**src/rtl/vga_timing_gen.sv**
```systemverilog
// Parametrised raster timing generator: h/v counters, registered syncs/de,
// line/frame strobes, frame counter and an optional clk-based output delay.
module vga_timing_gen #(
    parameter int H_ACTIVE = 640,
    parameter int H_FP     = 16,
    parameter int H_SYNC   = 96,
    parameter int H_BP     = 48,
    parameter int V_ACTIVE = 480,
    parameter int V_FP     = 10,
    parameter int V_SYNC   = 2,
    parameter int V_BP     = 33,
    parameter int H_POL    = 0,
    parameter int V_POL    = 0,
    parameter int CW_X     = 10,
    parameter int CW_Y     = 10,
    parameter int PIPE_DLY = 0
) (
    input  logic            clk,
    input  logic            rst_n,
    input  logic            ce,
    input  logic            enable,
    output logic            h_sync,
    output logic            v_sync,
    output logic            de,
    output logic [CW_X-1:0] x,
    output logic [CW_Y-1:0] y,
    output logic            line_start,
    output logic            frame_start,
    output logic [7:0]      frame_cnt
);
    localparam int H_TOTAL = H_ACTIVE + H_FP + H_SYNC + H_BP;
    localparam int V_TOTAL = V_ACTIVE + V_FP + V_SYNC + V_BP;
    localparam int HS_BEG  = H_ACTIVE + H_FP;
    localparam int HS_END  = HS_BEG + H_SYNC;
    localparam int VS_BEG  = V_ACTIVE + V_FP;
    localparam int VS_END  = VS_BEG + V_SYNC;
    localparam logic HS_ON = (H_POL != 0);
    localparam logic VS_ON = (V_POL != 0);
    localparam logic [4:0] CTL_OFF = {~HS_ON, ~VS_ON, 3'b000};

    generate
        if ($clog2(H_TOTAL) > CW_X) begin : g_bad_cw_x
            $error("CW_X too narrow for H_TOTAL");
        end
        if ($clog2(V_TOTAL) > CW_Y) begin : g_bad_cw_y
            $error("CW_Y too narrow for V_TOTAL");
        end
        if (PIPE_DLY < 0 || PIPE_DLY > 7) begin : g_bad_dly
            $error("PIPE_DLY must be 0..7");
        end
    endgenerate

    logic [CW_X-1:0] hc_q, hc_d, x_q, x_d;
    logic [CW_Y-1:0] vc_q, vc_d, y_q, y_d;
    logic [7:0]      fcnt_q, fcnt_d;
    logic            de_q, de_d, hs_q, hs_d, vs_q, vs_d;
    logic            ls_q, ls_d, fs_q, fs_d;
    logic            h_wrap, v_wrap;
    logic [4:0]      ctl;

    always_comb begin
        h_wrap = (int'(hc_q) == H_TOTAL - 1);
        v_wrap = (int'(vc_q) == V_TOTAL - 1);
        hc_d   = hc_q;
        vc_d   = vc_q;
        fcnt_d = fcnt_q;
        x_d    = x_q;
        y_d    = y_q;
        de_d   = de_q;
        hs_d   = hs_q;
        vs_d   = vs_q;
        ls_d   = 1'b0;
        fs_d   = 1'b0;
        if (!enable) begin
            hc_d = '0;
            vc_d = '0;
            x_d  = '0;
            y_d  = '0;
            de_d = 1'b0;
            hs_d = ~HS_ON;
            vs_d = ~VS_ON;
        end else if (ce) begin
            hc_d = h_wrap ? '0 : hc_q + 1'b1;
            if (h_wrap) begin
                vc_d = v_wrap ? '0 : vc_q + 1'b1;
                if (v_wrap) fcnt_d = fcnt_q + 8'd1;
            end
            // Output stage samples the counters before they advance
            x_d  = hc_q;
            y_d  = vc_q;
            de_d = (int'(hc_q) < H_ACTIVE) && (int'(vc_q) < V_ACTIVE);
            hs_d = (int'(hc_q) >= HS_BEG && int'(hc_q) < HS_END)
                   ? HS_ON : ~HS_ON;
            vs_d = (int'(vc_q) >= VS_BEG && int'(vc_q) < VS_END)
                   ? VS_ON : ~VS_ON;
            ls_d = (hc_q == '0);
            fs_d = (hc_q == '0) && (vc_q == '0);
        end
    end

    always_ff @(posedge clk or negedge rst_n) begin
        if (!rst_n) begin
            hc_q   <= '0;
            vc_q   <= '0;
            fcnt_q <= '0;
            x_q    <= '0;
            y_q    <= '0;
            de_q   <= 1'b0;
            hs_q   <= ~HS_ON;
            vs_q   <= ~VS_ON;
            ls_q   <= 1'b0;
            fs_q   <= 1'b0;
        end else begin
            hc_q   <= hc_d;
            vc_q   <= vc_d;
            fcnt_q <= fcnt_d;
            x_q    <= x_d;
            y_q    <= y_d;
            de_q   <= de_d;
            hs_q   <= hs_d;
            vs_q   <= vs_d;
            ls_q   <= ls_d;
            fs_q   <= fs_d;
        end
    end

    assign ctl       = {hs_q, vs_q, de_q, ls_q, fs_q};
    assign x         = x_q;
    assign y         = y_q;
    assign frame_cnt = fcnt_q;

    generate
        if (PIPE_DLY == 0) begin : g_nodly
            assign {h_sync, v_sync, de, line_start, frame_start} = ctl;
        end else begin : g_dly
            logic [4:0] dly_q [PIPE_DLY];
            logic [4:0] dly_d [PIPE_DLY];

            // Free-running on clk so the line drains while stopped
            always_comb begin
                dly_d[0] = ctl;
                for (int i = 1; i < PIPE_DLY; i++) dly_d[i] = dly_q[i-1];
            end

            always_ff @(posedge clk or negedge rst_n) begin
                if (!rst_n) begin
                    for (int i = 0; i < PIPE_DLY; i++) dly_q[i] <= CTL_OFF;
                end else begin
                    dly_q <= dly_d;
                end
            end

            assign {h_sync, v_sync, de, line_start, frame_start} =
                dly_q[PIPE_DLY-1];
        end
    endgenerate
endmodule

```
**config.mk**
```make
export PLATFORM = sky130hd
export DESIGN_NAME = vga_timing_gen
export DESIGN_NICKNAME = d
export VERILOG_FILES = /design/src/rtl/vga_timing_gen.sv
export SDC_FILE = /design/constraint.sdc
export NUM_CORES = 1
export LEC_CHECK = 0
export ABC_AREA = 1
export BUFFER_PORTS_ARGS = -buffer_cell sky130_fd_sc_hd__buf_4
export CORE_MARGIN = 2
export CORE_UTILIZATION = 40
export DETAILED_ROUTE_END_ITERATION = 8
export SETUP_SLACK_MARGIN = 0.3
export SLEW_MARGIN = 10
export SYNTH_ARGS = -nofsm -noshare
export SYNTH_HDL_FRONTEND = slang
export SYNTH_SLANG_ARGS = --single-unit
```
**constraint.sdc**
```tcl
create_clock -name clk -period 2.2 [get_ports clk]
set_clock_uncertainty 0.15 [all_clocks]
set_input_delay 0.44 -clock clk [delete_from_list [all_inputs] [get_ports clk]]
set_output_delay 0.44 -clock clk [all_outputs]
set_load 0.01 [all_outputs]
```
After elaboration in Yosys (flattened, before gate mapping)
Index checks and enable logic that the tools add are counted.
Widths: inputs -> output; s select.
{"block": "totals", "reg_bits": 53, "latch_bits": 0, "mem_bits_rw": 0, "romBits": 0, "in_bits": 4, "out_inout_bits": 33, "elab_cells": 54, "n_memories": 0}
{"block": "classes", "add_sub_neg": 3, "n_mul": 0, "div_mod_pow": 0, "n_lt_le_gt_ge": 6, "eq_ne": 4, "shifts": 0, "mux": 23, "bitwise_logic": 0, "n_reduce_logical": 8}
{"op": "$mux 10", "n": 11}
{"op": "$add 10x1->10 const B", "n": 2}
{"op": "$logic_not 10->1", "n": 2}
{"op": "$lt 10x10->1 const B", "n": 2}
{"op": "$lt 10x9->1 const B", "n": 2}
{"op": "$mux 1", "n": 12}
{"op": "$eq 10x10->1 const B", "n": 1}
{"op": "$eq 10x9->1 const B", "n": 1}
{"op": "$ge 10x10->1 const B", "n": 1}
{"op": "$ge 10x9->1 const B", "n": 1}
{"op": "$add 8x1->8 const B", "n": 1}
{"op": "$logic_and 1x1->1", "n": 4}
{"op": "$reduce_and 4->1", "n": 1}
{"op": "$ne 2x1->1 const B", "n": 1}
{"op": "$ne 2x2->1 const B", "n": 1}
{"op": "$reduce_and 2->1", "n": 1}

Logic depth before layout (Yosys ltp)
Gate-level depths: netlist (run 1).
{"block": "logic_depth", "ltp_word": 5, "ltp_mapped": 9, "depth_no_buf": 9}

Least setup slack after synthesis (run 1)
Ideal clock, no wire load.
{"block": "synth_timing", "path_kind": "reg-to-reg", "start": "reg vc_q[0]", "end": "reg fcnt_q[6] (netlist: frame_cnt[6])", "setup_ns": 0.065, "arrival_ns": 1.407, "t_required_ns": 1.985, "path_slack_ns": 0.578, "stages_incl_launch_ff": 9, "path_buffers": 0, "period_less_slack_ns": 1.622, "path_cell_list": "dfrtp_1 > inv_1 > ha_1 > nand3_1 > nor3_4 > inv_2 > nor2_4 > nand3_1 > nand2_1"}
{"block": "synth_between", "elab_chain_cells": 2}
{"element": "from (decl)", "line": "54", "source": "logic [CW_Y-1:0] vc_q, vc_d, y_q, y_d;"}
{"element": "from (signal assigned)", "line": "115", "source": "vc_q <= vc_d;"}
{"element": "$eq 10x10->1", "line": "63", "source": "v_wrap = (int'(vc_q) == V_TOTAL - 1);"}
{"element": "$reduce_and 4->1 (no source line)"}
{"element": "to (signal assigned)", "line": "116", "source": "fcnt_q <= fcnt_d;"}
{"element": "to (decl)", "line": "55", "source": "logic [7:0] fcnt_q, fcnt_d;"}
Every way passes these cells.
A chain may end at the register's enable or synchronous reset.

Worst setup path in the final report (run 1)
{"block": "layout_timing", "start": "reg vc_q[1]", "end": "reg fcnt_q[4] (netlist: frame_cnt[4])"}
The elaborated chain is that of the path after synthesis.

==> impl_results.md, run 1 <==
- Status: complete, but fails checks
- Failing checks: hold timing
- Netlist Area Pre-Place: ~2600 um2
- Hold slack: -0.00444 ns
- Cell mode on critical path: nand3_1
- NumNets Final: ~360
- CTS Hold Bufs: 0
- Worst-Margin Slew: 0.684 ns
- Buffers on Ports: 36
- First-pass GRT wire length: ~10000 um
- PD cells: 535 nW/um2
- Starting Density: 41.3%
- Row count: 29
- Register area: 1330 um2
- Achievable Freq: between 500 and 600 MHz
- Clock sink total: 53
- Chip height: between 80 and 90 um
- Final Slew Violations: 0
- Number of synthesis warnings: 0
- Initial DRC Count: 126
- Largest net degree at the start of global routing: 54
- DR WL/cell: 13.9 um
- Hold Vio Cnt, Final: 5
- Worst-path clk slew: about 0.09 ns
- Multi-input combinational cell area: 1130 um2
- Internal power: between 0.001 and 0.0015 W
- Critical Path End Type: flop
- Mapped Cells: 312
- Seq/Total Area, Yosys: about half
- Slowest-stage cell, CP: dfrtp_2
- Arrival @ worst endpoint: 1.87 ns
- Final worst path period share: slightly above 80%
- Via/cell ratio: 4.99
- WP data required: between 2 and 2.5 ns
- Part of the power in registers: 59.8%
- Gr usage total: roughly 17%
- Clock power frac: around a third
- H-tree levels: 2
- Dpl hpwl: ~4400 um
- Share of layout cells above drive strength 1: roughly 18%
- Top-Level Pins: 37
- Worst hold path type: in -> async
- Post-Route Utilization: about 50%
- Antenna Cells: 0
- Synth unique cells: 32
- Grt total ovfl: 0
- Number of global-route vias before repair: about 2100
- CTS tree: yes
- Clock Latency Late Sink: approximately 0.30 ns
- Area Growth Syn to Fin: 17.4%
- Max_slew headroom: 54.4%
- Switching pwr: between 0.0003 and 0.0004 W
- Comb pwr share: 5.7%
- Gpl congestion: about 0.90
- Setup TNS Final: 0 ns
- Bufs on Longest Clock Path: 2
- Unrepaired setup endpoints after global routing: no
- Switching part of the total: roughly a quarter
- Root Buffer: clkbuf_8
- Post-route minimum period: approximately 1.8 ns
- Max cap viols: 0
- Final WL: about 6000 um
- Final ANT Viol Nets: 0
- Synthesis-stage register bit count: 53
- Die area: roughly 7200 um2
- Synthesized Nets: 321
- Initial antenna violation count: 0
- CP peak stage delay: between 0.4 and 0.5 ns
- Setup CP Type: reg -> reg
- Core Area: around 6300 um2
- Peak supply drop: roughly 0.00035 V
- Avg Synthesized Cell Area: ~8.4 um2
- Critical path fanouts, max: 5
- CP Cell Sequence: inv_1 -> ha_1 -> nand3_1 -> nor3_4 -> inv_2 -> nor2_4 -> nand3_1 -> nand2_1
- First drt pass iteration count: 4
- Setup violators final: 0
- Total power: 0.00165 W
- Pleak: around 1.5 nW
- TritonCTS Buffers: 5
- Fillers: approximately 630
- Vias: around 2200
- # DRC: 0
- Setup crit start kind: flop
- Die span in x: between 80 and 90 um
## cells in the final DEF (no fill, tap or decap), types with 2 or more instances in the layout
cell	n
xnor2_1	4
nand3_1	30
clkbuf_8	6
a22o_1	2
inv_2	3
dfrtp_2	2
clkbuf_1	2
ha_1	5
nand4_1	8
nor2_1	32
dfrtp_1	49
o21ai_0	29
nor3_4	2
xor2_1	5
buf_4	42
nor3_1	8
inv_1	30
dfstp_2	2
o21ai_1	5
nand2_1	75
a21oi_1	3
## Yosys cell counts
cell type,n,share of area [%]
clkbuf_1,4,0.57
nor3_2,2,0.76
buf_12,1,0.76
xnor2_1,4,1.3
nand4_1,8,1.9
nor2_1,32,4.6
a21oi_1,3,0.57
o22ai_1,1,0.24
buf_4,1,0.29
inv_2,2,0.29
o21ai_0,29,5.5
a22o_2,1,0.38
nand3_2,1,0.38
nor2_4,1,0.43
a31oi_1,1,0.24
ha_1,5,2.4
nand2_4,1,0.43
nand2_1,75,11
nand2_2,1,0.24
o21ai_1,5,0.95
inv_1,31,4.4
dfstp_2,2,2.0
nor3_4,1,0.62
dfrtp_1,51,49
nand3_1,30,5.7
nand3b_4,1,0.76
nand3b_1,1,0.29
xor2_1,5,1.7
clkbuf_8,1,0.52
a22o_1,2,0.67
buf_2,1,0.19
nor3_1,8,1.5
## state kept, by name, summed over array words and instances, names as in the netlist
name         flops
x               10
line_start       1
vc_q            10
frame_start      1
v_sync           1
frame_cnt        8
de               1
h_sync           1
hc_q            10
y               10
## repair_timing
item / 4_1_cts / 5_1_grt
buffers inserted: 0 / 1
endpoints found under the setup margin: 0 / 15
gates resized for setup: 0 / 5
## stage by stage
step	instances	hold WS [ns]	worst slack, ns	instance area, um2
final	431	-0.00444	0.429	3080
after global routing	431	0.0666	0.311	3080
after CTS	430	0.0453	0.323	3060
after detailed placement	422	0.329	0.343	2970
after global placement	422	0.321	0.430	2970
after floorplan	312	-0.00559	0.578	2630
## path summary, 6_finish.rpt
path	start	endpoint	slack, ns	depth (start not counted)
max	vc_q[1]$_DFFE_PN0P_	frame_cnt[4]$_DFFE_PN0P_	0.43	8
min	rst_n	y[2]$_DFFE_PN0P_	-0.004	1
max reg2reg	vc_q[1]$_DFFE_PN0P_	frame_cnt[4]$_DFFE_PN0P_	0.43	8
min reg2reg	y[6]$_DFFE_PN0P_	y[6]$_DFFE_PN0P_	0.35	2
max in group asynchronous	rst_n	vc_q[1]$_DFFE_PN0P_	1.38	1
min in group clk	enable	vc_q[9]$_DFFE_PN0P_	0.33	3
## layout make-up
type,count,share of cell area [%]
clock buffer,8,2.92
tap,77,3.12
multi-input combinational,218,36.5
sequential,53,43.2
inverter,33,4.02
timing repair buffer,42,10.2
## kinds of logic after synthesis
logic type,synth area share (%)
compound gates,8.58
xor+xnor,3.00
fa+ha+maj,2.38
buf+inv,7.05
flops,50.6
simple gates,28.4
## layer usage
| metal | routed length (um) | track usage (%) |
|---|---|---|
| met4 | 77 | 5.34 |
| met2 | 2850 | 27.5 |
| met5 | 0 | 0 |
| met1 | 2910 | 24.5 |
| met3 | 171 | 3.21 |
## power groups by stage
stage,clock network [W],logic (W),registers [W]
after floorplan,0,0.0000441,0.00101
after detailed placement,0,0.0000951,0.00101
after global routing,0.000626,0.000105,0.000989
after CTS,0.000585,0.0000953,0.000988
final,0.000569,0.0000934,0.000988
after global placement,0,0.0000949,0.00101
## critical path, delay by kind of cell (launching register included)
family,cells,cell delay (ns)
fa+ha+maj,1,0.18
flops,1,0.46
simple gates,5,0.71
buf+inv,2,0.21
No activity file was read; power rests on OpenSTA's default activity.
==> inputs of run 2 (changes only) <==
--- a/config.mk
+++ b/config.mk
@@ -5,7 +5,7 @@
 export SDC_FILE = /design/constraint.sdc
 export NUM_CORES = 1
 export LEC_CHECK = 0
-export ABC_AREA = 1
+export ABC_AREA = 0
 export BUFFER_PORTS_ARGS = -buffer_cell sky130_fd_sc_hd__buf_4
 export CORE_MARGIN = 2
 export CORE_UTILIZATION = 40
==> constraint.sdc (replaced) <==
create_clock -name clk -period 1.5 [get_ports clk]
set_clock_uncertainty 0.15 [all_clocks]
set_input_delay 0.3 -clock clk [delete_from_list [all_inputs] [get_ports clk]]
set_output_delay 0.3 -clock clk [all_outputs]
set_load 0.01 [all_outputs]
==> run 2 against run 1 <==
  * The flow finishes with violations (setup timing)
  * Total power increased by 54%
  * Via count increased by 13%
  * Clock power increased by 48%
  * Cell count increased by 3.9%
  * Sequential share of layout area decreased by 11 points
  * Critical path type unchanged
  * Largest cell class is now multi-input combinational cells
==> impl_results.md, run 2 <==
- Most common cell after layout, fill and taps aside: buf_4
- Top-Level Pins: 37 (unchanged)
- Status: complete, but fails checks
- Share of layout cells above drive strength 1: 47.2% (+29 points)
- Gr usage total: 21.1% (+3.6 points)
- Total power: 0.00254 W (+54%)
- Seq/Total Area, Yosys: 50.7% (about the same)
- Synth top area share: 48.7% (about the same)
- Reg-to-Reg End: vc_q[6]$_DFFE_PN0P_
- Critical path fanouts, max: 4 (-1)
- Final WL: 7380 um (+23%)
- Avg Synthesized Cell Area: 10.2 um2 (+21%)
- Clock Latency Late Sink: 0.31 ns (about the same)
- Placed Cells incl. Taps: 413 (-2.1%)
- Number of global-route vias before repair: 2399 (+15%)
- Async SR Flop Fraction: 100% (unchanged)
- Grt total ovfl: 0 (unchanged)
- Synthesized Nets: 266 (-17%)
- Fin cells: 448 (+3.9%)
- GR Layer Usage met2: 34.1% (+6.6 points)
- Synth unique cells: 40 (+25%)
- Post-synth EDFFs: 0 (unchanged)
- Synthesis-stage register bit count: 53 (unchanged)
- Clock sink total: 53 (unchanged)
- Initial DRC Count: 138 (+9.5%)
- Gpl congestion: 0.832 (-7.9%)
- Unrepaired setup endpoints after global routing: yes
- Most Used Layer, Global Route: met2
- Final worst slack: -0.435 ns (-0.864 ns)
- H-tree levels: 2 (unchanged)
- Chip height: 85.0 um (about the same)
- Buffers on Ports: 36 (unchanged)
- Hold Path Sink: h_sync$_DFFE_PN1P_
- Max cap viols: 0 (unchanged)
- Die span in x: 85.0 um (about the same)
- R2R Path Start: hc_q[7]$_DFFE_PN0P_
- Worst-Margin Slew: 0.362 ns (-0.322 ns)
- Number of synthesis warnings: 0 (unchanged)
- Area Growth Syn to Fin: 57.3%
- Final Slew Violations: 0 (unchanged)
- Dpl ws: -0.443 ns (-0.786 ns)
- Antenna Cells: 0 (unchanged)
- Initial antenna violation count: 0 (unchanged)
- Dpl hpwl: 4760 um (+7.8%)
- Worst-path clk slew: 0.10 ns (about the same)
- Via/cell ratio: 5.42 (+8.5%)
- Arrival @ worst endpoint: 1.98 ns (+0.11 ns)
- Setup TNS Final: -6.70 ns (-6.70 ns)
- Hold slack: 0.167 ns (+0.172 ns)
- CTS tree: yes
- Most instantiated cells after synthesis: 51 x dfrtp_1, 33 x nor2_1, 21 x mux2i_1
- Hold_sp: enable
- Crit path launch: hc_q[7]$_DFFE_PN0P_
- Flop2flop setup slack: -0.43 ns (-0.86 ns)
- Vias: 2427 (+13%)
- Hold Vio Cnt, Final: 0 (-5)
- TritonCTS Buffers: 5 (unchanged)
- Setup violators final: 28 (+28)
- Mapped Cells: 257 (-18%)
- Peak supply drop: 0.000453 V (+29%)
- Most numerous cell in the Yosys netlist: dfrtp_1
- Root Buffer: clkbuf_8
- WP data required: 1.54 ns (-0.76 ns)
- Worst hold path type: in -> reg
- Commonest non-fill, non-tap cells in the layout: 69 x buf_4, 52 x buf_6, 49 x dfrtp_1, 31 x nor2_1, 20 x mux2i_1
- Post-route minimum period: 1.93 ns (+0.164 ns)
- PD cells: 616 nW/um2 (+15%)
- Bufs on Longest Clock Path: 2 (unchanged)
- Setup CP Type: reg -> reg
- Worst r2r path cells: 6 (-2)
- Row count: 29 (unchanged)
- First drt pass iteration count: 4 (unchanged)
- Top FF cell, synth: dfrtp_1
- Starting Density: 41.3% (about the same)
- Failing checks: setup timing
- Setup crit start kind: flop
- Final ANT Viol Nets: 0 (unchanged)
- Fillers: 511 (-19%)
- Area leader, netlist: dfrtp_1
- NumNets Final: 379 (+4.7%)
- Critical Path End Type: flop
- DR WL/cell: 16.5 um (+18%)
- Achievable Freq: 517 MHz (-8.5%)
- Met1 GRT Util: 29.4% (+4.9 points)
- # DRC: 0 (unchanged)
- Netlist Area Pre-Place: 2620 um2 (about the same)
- Die area: 7220 um2 (about the same)
- Largest net degree at the start of global routing: 27 (-50%)
- M3 GR Usage: 3.21% (unchanged)
- Core Area: 6350 um2 (unchanged)
- Pleak: 1.98 nW (+34%)
- Synth area leaders: dfrtp_1 49%, mux2i_1 8.0%, nor2_1 4.7%, ha_1 2.4%, xor2_1 2.3%
- Worst hold stages: 3
- Final worst path period share: 129% (+49 points)
- First-pass GRT wire length: 12200 um (+21%)
- Max_slew headroom: 75.7% (+21 points)
run 2: cell types whose count changed after synthesis, moves of 8 or more:
cell     delta
inv_1      -24
mux2i_1    +21
nand2_1    -61
nand3_1    -19
o21ai_0    -22
or4_1       +8
run 2: cell families after synthesis:
group | Yosys count | share of synthesized area [%]
adder cells (fa/ha/maj) | 5 | 2.39
AO/OA/AOI/OAI | 30 | 7.11
buffers and inverters | 26 | 5.01
multiplexers | 22 | 8.44
XOR/XNOR | 13 | 4.34
flip-flops | 53 | 50.7
AND/OR/NAND/NOR | 108 | 22.0
run 2: what timing repair did:
action                                  in CTS  in global routing
resized for setup                           80                 13
endpoints found under the hold margin       24                  0
endpoints found under the setup margin      65                 68
buffers inserted                            21                  4
cloned                                       1                  0
hold buffers                                 1                  0
pin swaps                                   40                 15
run 2: area by class of cell:
class	instances	area [um2]	share of cell area (%)
multi-input combinational	178	1420	34.5
tap	77	96.3	2.33
clock buffer	5	68.8	1.67
inverter	7	26.3	0.637
timing repair buffer	125	1160	28.1
clock inverter	3	21.3	0.515
sequential	53	1330	32.3
run 2: how the worst max path moves through the flow:
stage	to	slack [ns]
floorplan	vc_q[7]$_DFFE_PN0P_	-0.43
global placement	frame_cnt[1]$_DFFE_PN0P_	-0.35
CTS	vc_q[6]$_DFFE_PN0P_	-0.39
global route	vc_q[6]$_DFFE_PN0P_	-0.53
finish	vc_q[6]$_DFFE_PN0P_	-0.43
detailed placement	frame_start$_DFF_PN0_	-0.44
run 2: stage by stage:
step | utilization, % | instance area, um2
floorplan | - | 2730
global placement | 53.8 | 3420
detailed placement | 53.8 | 3420
CTS | 63.6 | 4040
global route | 65.0 | 4130
finish | 65.0 | 4130
run 2: where the power goes:
part	switching, W	total, W	internal, W
Combinational	0.000132	0.000234	0.000102
Clock	0.000510	0.000842	0.000333
Sequential	0.0000166	0.00146	0.00145
run 2: routing by layer:
metal / wire length [um] / up-vias / share of wire (%)
met1: 3320 / 1214 / 45
met4: 147 / 0 / 2.0
met2: 3700 / 48 / 50
met3: 207 / 13 / 2.8
li1: - / 1152 / -
met5: 0 / - / 0
run 2: worst max-delay path, cell delays in order, from the launching register on:
cell	delay (ns)
dfrtp_1	0.42
and4b_2	0.35
nand3_4	0.11
buf_2	0.18
buf_4	0.14
o31ai_1	0.35
a21oi_2	0.11
==> inputs of run 3 (changes only) <==
--- a/config.mk
+++ b/config.mk
@@ -10,6 +10,7 @@
 export CORE_MARGIN = 2
 export CORE_UTILIZATION = 40
 export DETAILED_ROUTE_END_ITERATION = 8
+export MAX_ROUTING_LAYER = met4
 export SETUP_SLACK_MARGIN = 0.3
 export SLEW_MARGIN = 10
 export SYNTH_ARGS = -nofsm -noshare
==> run 3 against run 2 <==
  * Count of clock-buffer cells in the layout did not move
  * Utilization did not move
  * Sequential cell count did not move
  * Clock power fell by 0.6%
  * First-iteration DRC count fell by 14%
  * The run still ends with setup timing left
  * Non-clock buffer count did not move
==> impl_results.md, run 3 (synthesized netlist as in run 2, its figures left out) <==
- H-tree levels: 2 (unchanged)
- Pleak: 1.98 nW (unchanged)
- TritonCTS Buffers: 5 (unchanged)
- # DRC: 0 (unchanged)
- Max_slew headroom: 75.5% (-0.18 points)
- Part of the power in registers: 57.7% (about the same)
- Final worst slack: -0.442 ns (-0.00762 ns)
- Area Growth Syn to Fin: 57.3% (unchanged)
- Commonest non-fill, non-tap cells in the layout: 69 x buf_4, 52 x buf_6, 49 x dfrtp_1, 31 x nor2_1, 20 x mux2i_1
- Unrepaired setup endpoints after global routing: yes
- Clock Latency Late Sink: 0.31 ns (about the same)
- DR WL/cell: 16.4 um (-0.14%)
- Worst hold stages: 3 (unchanged)
- Setup crit start kind: flop
- Row count: 29 (unchanged)
- Die area: 7220 um2 (unchanged)
- Gpl congestion: 0.845 (+1.5%)
- Gr usage total: 21.6% (+0.57 points)
- CTS tree: yes
- First drt pass iteration count: 4 (unchanged)
- Grt total ovfl: 0 (unchanged)
- Final WL: 7370 um (-0.14%)
- Core Area: 6350 um2 (unchanged)
- Clock sink total: 53 (unchanged)
- Buffers on Ports: 36 (unchanged)
- Top-Level Pins: 37 (unchanged)
- Bufs on Longest Clock Path: 2 (unchanged)
- Final worst path period share: 129% (+0.51 points)
- Final Slew Violations: 0 (unchanged)
- Chip height: 85.0 um (unchanged)
- Fillers: 511 (unchanged)
- Vias: 2421 (-0.25%)
- NumNets Final: 379 (unchanged)
- Internal power: 0.00188 W (about the same)
- Switching part of the total: 25.8% (-0.14 points)
- WP data required: 1.54 ns (about the same)
- Setup CP Type: reg -> reg
- Starting Density: 41.3% (unchanged)
- Most common cell after layout, fill and taps aside: buf_4
- Arrival @ worst endpoint: 1.98 ns (about the same)
- Max cap viols: 0 (unchanged)
- Worst-Margin Slew: 0.364 ns (+0.00264 ns)
- Worst r2r path cells: 7 (+1)
- Antenna Cells: 0 (unchanged)
- Multi-input combinational cell area: 1420 um2 (unchanged)
- Post-route minimum period: 1.94 ns (+0.00762 ns)
- Critical Path End Type: flop
- Largest net degree at the start of global routing: 27 (unchanged)
- Setup violators final: 28 (unchanged)
- Register area: 1330 um2 (unchanged)
- Share of layout cells above drive strength 1: 47.2% (unchanged)
- Post-Route Utilization: 65.0% (unchanged)
- Failing checks: setup timing
- Worst hold path type: in -> reg
- PD cells: 614 nW/um2 (-0.19%)
- Die span in x: 85.0 um (unchanged)
- Clock power frac: 33.0% (-0.2 points)
- Via/cell ratio: 5.40 (-0.25%)
- Worst-path clk slew: 0.10 ns (about the same)
- Initial DRC Count: 119 (-14%)
- Switching pwr: 0.000653 W (-0.72%)
- Achievable Freq: 515 MHz (-0.39%)
- Status: complete, but fails checks
- Hold Vio Cnt, Final: 0 (unchanged)
- Final ANT Viol Nets: 0 (unchanged)
- Dpl hpwl: 4760 um (unchanged)
- First-pass GRT wire length: 12100 um (-0.22%)
- Initial antenna violation count: 0 (unchanged)
- Number of global-route vias before repair: 2403 (+0.17%)
- Root Buffer: clkbuf_8
- Peak supply drop: 0.000448 V (-0.99%)
- Critical path fanouts, max: 4 (unchanged)
- Dpl ws: -0.443 ns (unchanged)
- Comb pwr share: 9.2% (about the same)
==> run 3: cell counts in the layout (fill, tap and decap cells not counted) <==
Identical to the previous run, type by type.
==> run 3: path summary, 6_finish.rpt <==
| path | start | to | slack, ns |
|---|---|---|---|
| worst max-delay path | hc_q[0]$_DFFE_PN0P_ | vc_q[6]$_DFFE_PN0P_ | -0.44 |
| worst min-delay path | enable | h_sync$_DFFE_PN1P_ | 0.17 |
| worst max register to register | hc_q[0]$_DFFE_PN0P_ | vc_q[6]$_DFFE_PN0P_ | -0.44 |
| worst min register to register | v_sync$_DFFE_PN1P_ | v_sync$_DFFE_PN1P_ | 0.39 |
| max in group asynchronous | rst_n | v_sync$_DFFE_PN1P_ | 0.42 |
| min in group asynchronous | rst_n | hc_q[3]$_DFFE_PN0P_ | 0.26 |
==> run 3: what timing repair did <==
item / 4_1_cts / 5_1_grt
hold buffers: 1 / 0
endpoints found under the setup margin: 65 / 68
buffers inserted: 21 / 4
gates resized for setup: 80 / 13
pin swaps: 40 / 15
gates cloned: 1 / 0
hold endpoints to repair: 24 / 0
==> run 3: power by group through the flow <==
stage / clock network, W / logic (W) / registers [W]
global placement: 0 / 0.000213 / 0.00149
CTS: 0.000856 / 0.000234 / 0.00146
finish: 0.000837 / 0.000234 / 0.00146
detailed placement: 0 / 0.000214 / 0.00149
floorplan: 0 / 0.0000939 / 0.00150
global route: 0.000906 / 0.000258 / 0.00147
==> run 3: area by class of cell <==
type	count	area share (%)
Sequential cell	53	32.3
Clock buffer	5	1.67
Inverter	7	0.637
Timing Repair Buffer	125	28.1
Tap cell	77	2.33
Clock inverter	3	0.515
Multi-Input combinational cell	178	34.5
==> run 3: stage by stage <==
step	TNS [ns]	hold WS, ns	instance area, um2	std cells	total power (W)
detailed placement	-7.63	0.0560	3420	413	0.00170
finish	-6.74	0.165	4130	448	0.00254
global route	-8.67	0.164	4130	448	0.00263
global placement	-6.47	0.0543	3420	413	0.00170
CTS	-6.49	0.153	4040	444	0.00255
floorplan	-5.23	-0.146	2730	257	0.00159
==> run 3: critical path, cell delays in order, from the launching register on <==
cell and delay (ns):
dfrtp_1 0.39, ha_2 0.19, and4_4 0.22, nand3_4 0.10, buf_2 0.18, buf_4 0.14
o31ai_1 0.35, a21oi_2 0.11
==> run 3: metal layers <==
layer / vias to the layer above / share of wire, % / wire length (um) / global-route usage [%]
met4: 0 / 2.2 / 161 / 6.20
li1: 1146 / - / - / -
met2: 54 / 49 / 3630 / 34.2
met3: 16 / 3.5 / 256 / 2.92
met5: - / 0 / 0 / -
met1: 1205 / 45 / 3320 / 29.4
